--- src/rtl/wb_port_arbiter.sv ---
// GPR write-port arbiter: writeback has priority, MDU results queue and drain into idle cycles; WBARB_PERF_EN adds perf counters.
// Latency: WB 1 cycle, MDU accept to write >= 2 cycles; mdu_ready = FIFO not full, wb_hold requests a free port cycle on starvation.
module wb_port_arbiter #(
    parameter int XLEN       = 64,
    parameter int FIFO_DEPTH = 2,
    parameter int STARVE_MAX = 8
) (
    input  logic            clk,
    input  logic            rst,
    input  logic            wb_en,
    input  logic [4:0]      wb_wd,
    input  logic [XLEN-1:0] wb_data,
    input  logic            mdu_valid,
    output logic            mdu_ready,
    input  logic [4:0]      mdu_wd,
    input  logic [XLEN-1:0] mdu_data,
    input  logic            flush,
    output logic            rf_wen,
    output logic [4:0]      rf_wd,
    output logic [XLEN-1:0] rf_wdata,
    output logic            wb_hold,
    output logic            pend_busy
`ifdef WBARB_PERF_EN
    ,
    output logic [31:0]     perf_conflict,
    output logic [31:0]     perf_hold,
    output logic [31:0]     perf_kill
`endif
);

    localparam int AW = (FIFO_DEPTH > 1) ? $clog2(FIFO_DEPTH) : 1;
    localparam int CW = $clog2(FIFO_DEPTH + 1);
    localparam int SW = $clog2(STARVE_MAX + 1);

    logic [4:0]            r_wd   [FIFO_DEPTH];
    logic [XLEN-1:0]       r_data [FIFO_DEPTH];
    logic [FIFO_DEPTH-1:0] r_vld;
    logic [AW-1:0]         r_rd_ptr;
    logic [AW-1:0]         r_wr_ptr;
    logic [CW-1:0]         r_count;
    logic [SW-1:0]         r_age;
    logic                  r_wb_hold;

    logic                  w_empty;
    logic                  w_full;
    logic                  w_head_vld;
    logic                  w_wb_grant;
    logic                  w_mdu_grant;
    logic                  w_pop;
    logic                  w_push;
    logic                  w_push_vld;
    logic                  w_starved;
    logic [FIFO_DEPTH-1:0] w_kill;

    always_comb begin
        w_empty     = (r_count == '0);
        w_full      = (r_count == CW'(FIFO_DEPTH));
        w_head_vld  = !w_empty && r_vld[r_rd_ptr];
        w_wb_grant  = wb_en && (wb_wd != 5'd0);
        // A flushed head must not reach the regfile in the flush cycle.
        w_mdu_grant = !w_wb_grant && w_head_vld && !flush;
        w_pop       = !w_empty && (w_mdu_grant || !r_vld[r_rd_ptr]);
        w_push      = mdu_valid && !w_full && (mdu_wd != 5'd0) && !flush;
        // A push to the rd being written this cycle is the older value.
        w_push_vld  = !(w_wb_grant && (wb_wd == mdu_wd));
        w_starved   = (r_age == SW'(STARVE_MAX));
        w_kill      = '0;
        for (int i = 0; i < FIFO_DEPTH; i++) begin
            w_kill[i] = w_wb_grant && r_vld[i] && (r_wd[i] == wb_wd);
        end
    end

    assign mdu_ready = !w_full;
    assign pend_busy = !w_empty;
    assign wb_hold   = r_wb_hold;

    always_ff @(posedge clk or posedge rst) begin
        if (rst) begin
            for (int i = 0; i < FIFO_DEPTH; i++) begin
                r_wd[i]   <= '0;
                r_data[i] <= '0;
            end
            r_vld    <= '0;
            r_rd_ptr <= '0;
            r_wr_ptr <= '0;
            r_count  <= '0;
        end else if (flush) begin
            r_vld    <= '0;
            r_rd_ptr <= '0;
            r_wr_ptr <= '0;
            r_count  <= '0;
        end else begin
            for (int i = 0; i < FIFO_DEPTH; i++) begin
                if (w_kill[i] || (w_pop && (AW'(i) == r_rd_ptr))) begin
                    r_vld[i] <= 1'b0;
                end
            end
            if (w_push) begin
                r_wd[r_wr_ptr]   <= mdu_wd;
                r_data[r_wr_ptr] <= mdu_data;
                r_vld[r_wr_ptr]  <= w_push_vld;
                r_wr_ptr         <= r_wr_ptr + AW'(1);
            end
            if (w_pop) begin
                r_rd_ptr <= r_rd_ptr + AW'(1);
            end
            r_count <= r_count + CW'(w_push) - CW'(w_pop);
        end
    end

    always_ff @(posedge clk or posedge rst) begin
        if (rst) begin
            r_age     <= '0;
            r_wb_hold <= 1'b0;
            rf_wen    <= 1'b0;
            rf_wd     <= '0;
            rf_wdata  <= '0;
        end else begin
            r_wb_hold <= w_starved;
            if (flush || w_pop || w_starved) begin
                r_age <= '0;
            end else if (w_head_vld && !w_mdu_grant) begin
                r_age <= r_age + SW'(1);
            end
            rf_wen <= w_wb_grant || w_mdu_grant;
            if (w_wb_grant) begin
                rf_wd    <= wb_wd;
                rf_wdata <= wb_data;
            end else if (w_mdu_grant) begin
                rf_wd    <= r_wd[r_rd_ptr];
                rf_wdata <= r_data[r_rd_ptr];
            end else begin
                rf_wd    <= '0;
                rf_wdata <= '0;
            end
        end
    end

`ifdef WBARB_PERF_EN
    logic [31:0] w_kill_cnt;

    always_comb begin
        w_kill_cnt = '0;
        for (int i = 0; i < FIFO_DEPTH; i++) begin
            w_kill_cnt = w_kill_cnt + 32'(w_kill[i]);
        end
        if (w_push && !w_push_vld) begin
            w_kill_cnt = w_kill_cnt + 32'd1;
        end
    end

    always_ff @(posedge clk or posedge rst) begin
        if (rst) begin
            perf_conflict <= '0;
            perf_hold     <= '0;
            perf_kill     <= '0;
        end else begin
            perf_conflict <= perf_conflict + 32'(w_wb_grant && w_head_vld);
            perf_hold     <= perf_hold + 32'(w_starved);
            perf_kill     <= perf_kill + w_kill_cnt;
        end
    end
`endif

endmodule

--- config.mk ---
export PLATFORM = sky130hd
export DESIGN_NAME = wb_port_arbiter
export DESIGN_NICKNAME = d
export VERILOG_FILES = /design/src/rtl/wb_port_arbiter.sv
export SDC_FILE = /design/constraint.sdc
export NUM_CORES = 1
export LEC_CHECK = 0
export BUFFER_PORTS_ARGS = -buffer_cell sky130_fd_sc_hd__buf_2
export CORE_MARGIN = 8
export CORE_UTILIZATION = 40
export CTS_BUF_LIST = sky130_fd_sc_hd__clkbuf_8 sky130_fd_sc_hd__clkbuf_16
export CTS_CLUSTER_SIZE = 24
export DETAILED_ROUTE_END_ITERATION = 7
export GPL_TIMING_DRIVEN = 0
export PLACE_DENSITY = 0.6
export SLEW_MARGIN = 40
export SYNTH_ARGS = -nofsm -noshare
export SYNTH_HDL_FRONTEND = slang
export SYNTH_SLANG_ARGS = --single-unit
export TNS_END_PERCENT = 20
--- constraint.sdc ---
create_clock -name clk -period 12.8 [get_ports clk]
set_clock_uncertainty 0.1 [all_clocks]
set_input_delay 2.56 -clock clk [delete_from_list [all_inputs] [get_ports clk]]
set_output_delay 2.56 -clock clk [all_outputs]
set_load 0.05 [all_outputs]
==> results.sh <==
export IMPL_synthTopCellsByArea="dfrtp_1 59%, mux2_2 8.5%, mux2_1 8.2%"
export IMPL_synth_ff_type="dfrtp_1"
export IMPL_ant_nets=0
export IMPL_dp_cells=1196
export IMPL_rows=55
export IMPL_cts_root_buf="clkbuf_16"
export IMPL_via_per_inst=5.05
export IMPL_finalCritPeriodShare_pct=35.5
export IMPL_p_comb_share_pct=26.9
export IMPL_slew_headroom_pct=46.7
export IMPL_syn_area_sq_um=9290
export IMPL_clkSinkCount=219
export IMPL_drive_gt1_share_pct=37.2
export IMPL_drtIter0Drc=251
export IMPL_grt_pass1_wl_um=38600
export IMPL_max_cap_viol_count=0
export IMPL_crit_type="input pin to flip-flop"
export IMPL_h_tree_depth=1
export IMPL_die_h_um=168
export IMPL_report_final_hold_viol_count=0
export IMPL_layout_commonest_cell="buf_2"
export IMPL_place_congestion=0.744
export IMPL_ys_warn_count=0
export IMPL_critPathRequiredTime_ns=13.09
export IMPL_nFillCells=2066
export IMPL_grt_usage_pct=17.0
export IMPL_core_sq_um=22700
export IMPL_finalSetupViolCount=0
export IMPL_seq_power_share_pct=43.6
export IMPL_crit_arrival_ns=4.84
export IMPL_dieArea_sq_um=28400
export IMPL_slew_violations=0
export IMPL_final_setup_tns_ns=0
export IMPL_clk_pin_slew_worst_paths_ns=0.06
export IMPL_crit_path_end_kind="flip-flop"
export IMPL_synth_net_count=841
export IMPL_swShare_pct=30.8
export IMPL_synth_edf_count=0
export IMPL_cts_hold_buffers_added=0
export IMPL_grt_overflow_total=0
export IMPL_instances_no_fill=1244
export IMPL_whs_ns=0.389
export IMPL_net_switching_power_uw=734
export IMPL_grt_max_degree=76
export IMPL_dr_pass1_iters=4
export IMPL_yosys_register_bits=219
export IMPL_place_hpwl_um=17500
export IMPL_cp_max_fo=5
export IMPL_cp_start_kind="input pin"
export IMPL_yosysTopAreaCell="dfrtp_1"
export IMPL_rsz0062_at_grt="false"
export IMPL_tightest_slew_ns=0.799
export IMPL_grt_pass1_vias=6859
export IMPL_ys_async_sr_fraction_pct=100
export IMPL_worstSkewPairLatency_ns=0.51
export IMPL_p_clk_share_pct=29.5
export IMPL_post_cts_buffers=0
export IMPL_wl_per_cell_um=19.2
export IMPL_routed_wl_um=23900
export IMPL_io_buffers=214
export IMPL_fmax_mhz=220
export IMPL_cts_tree="yes"
export IMPL_power_leakage_uw=0.00550
export IMPL_ys_types=35
export IMPL_clockBufferDepth=3
export IMPL_period_needed_ns=4.55
export IMPL_synth_top_area_share_pct=59.0
export IMPL_num_nets_final=1085
export IMPL_vias=6277
export IMPL_syn_inst=694
export IMPL_die_x_um=168
export IMPL_finish_utilization_pct=51.3
export IMPL_syn2layout_area_growth_pct=25.4
export IMPL_layout_common_cells="227 x buf_2, 219 x dfrtp_1, 77 x nand2_1"
export IMPL_io_pins=216
export IMPL_start_util_pct=40.9
export IMPL_power_density_nw_per_um2=205
export IMPL_post_route_drc_count=0
export IMPL_status="finished, final reports clean"
export IMPL_ir_worst_vdd_v=0.000101
export IMPL_cts_resized=0
export IMPL_internal_power_uw=1650
export IMPL_antenna_found_initial=6
export IMPL_synth_seq_area_share_pct=59.0
export IMPL_cts_buffers=25
export IMPL_hp_class="flip-flop to flip-flop"
export IMPL_syn_area_per_cell_sq_um=13.4
-- logic make-up (layout without fill, tap and decap cells) --
logic type	Yosys count	in the layout	share of synthesized area, %
flops	219	219	59.0
mux	208	208	24.3
simple gates	106	106	4.85
compound gates	82	82	6.55
buf+inv	57	319	3.09
xor+xnor	18	18	1.70
fa+ha+maj	4	4	0.539
other cells	0	3	0
-- power groups by stage --
stage / Sequential, uW / Combinational, uW / Clock [uW]
4_1_cts: 1040 / 656 / 723
3_5_place_dp: 1050 / 654 / 0
2_1_floorplan: 1090 / 431 / 0
3_3_place_gp: 1050 / 639 / 0
5_1_grt: 1080 / 706 / 754
6_report: 1040 / 643 / 703
-- metal layers --
| metal | vias up | wire length (um) | GRT usage (%) |
|---|---|---|---|
| met5 | - | 44 | 0 |
| met4 | 8 | 284 | 3.42 |
| met3 | 31 | 1650 | 5.22 |
| met2 | 160 | 11200 | 27.4 |
| met1 | 3114 | 10600 | 22.3 |
| li1 | 2964 | - | - |
-- state kept, by name, summed over array words and instances, names as in the netlist --
register	count
r_vld	2
rf_wen	1
r_age	4
r_wr_ptr	1
rf_wdata	64
r_count	2
rf_wd	5
r_data	128
r_wd	10
r_rd_ptr	1
wb_hold	1
-- cell type report --
class | instances | area (sq um) | area share [%]
antenna | 3 | 7.51 | 0.0644
clock buffer | 34 | 749 | 6.43
timing repair buffer | 217 | 1150 | 9.90
sequential | 219 | 5480 | 47.0
inverter | 10 | 45.0 | 0.387
multi-input combinational | 418 | 3520 | 30.2
buffer | 47 | 253 | 2.17
clock inverter | 11 | 82.6 | 0.709
tap | 285 | 357 | 3.06
-- through the flow --
| step | power, uW | setup WS [ns] | cell area (sq um) |
|---|---|---|---|
| final | 2390 | 8.25 | 11700 |
| after detailed placement | 1710 | 7.70 | 10800 |
| after floorplan | 1520 | 4.15 | 9290 |
| after global placement | 1690 | 1.50 | 10700 |
| after CTS | 2420 | 8.24 | 11600 |
| after global routing | 2530 | 8.09 | 11600 |
-- worst paths after layout --
path | slack (ns) | to | startpoint | cells past startpoint
worst max register to register | 10.10 | rf_wdata[33] | r_vld[1] | 6
max in group asynchronous | 9.78 | rf_wdata[45] | rst | 4
min in group asynchronous | 1.91 | r_data[16] | rst | 2
worst min register to register | 0.39 | r_data[35] | r_data[35] | 1
worst max-delay path | 8.25 | r_count[1] | wb_wd[3] | 11
worst min-delay path | 0.39 | r_data[35] | r_data[35] | 1
-- Yosys cell counts (5+ instances only) --
| library cell | n |
|---|---|
| buf_2 | 13 |
| clkbuf_1 | 26 |
| o31ai_1 | 67 |
| mux2i_1 | 70 |
| inv_1 | 10 |
| dfrtp_1 | 219 |
| nand2_1 | 77 |
| mux2_1 | 68 |
| xor2_1 | 10 |
| buf_6 | 7 |
| xnor2_1 | 8 |
| nor2_1 | 7 |
| o21ai_0 | 5 |
| mux2_2 | 70 |
-- critical path, cell delays in order --
cell      delay, ns
buf_2          0.14
or4_1          0.54
o21ai_0        0.45
nand2b_1       0.26
nand2_1        0.12
ha_1           0.22
inv_1          0.05
ha_1           0.14
xor2_1         0.18
xnor2_1        0.13
nor2_1         0.05
Power figures use the tool's default switching activity.
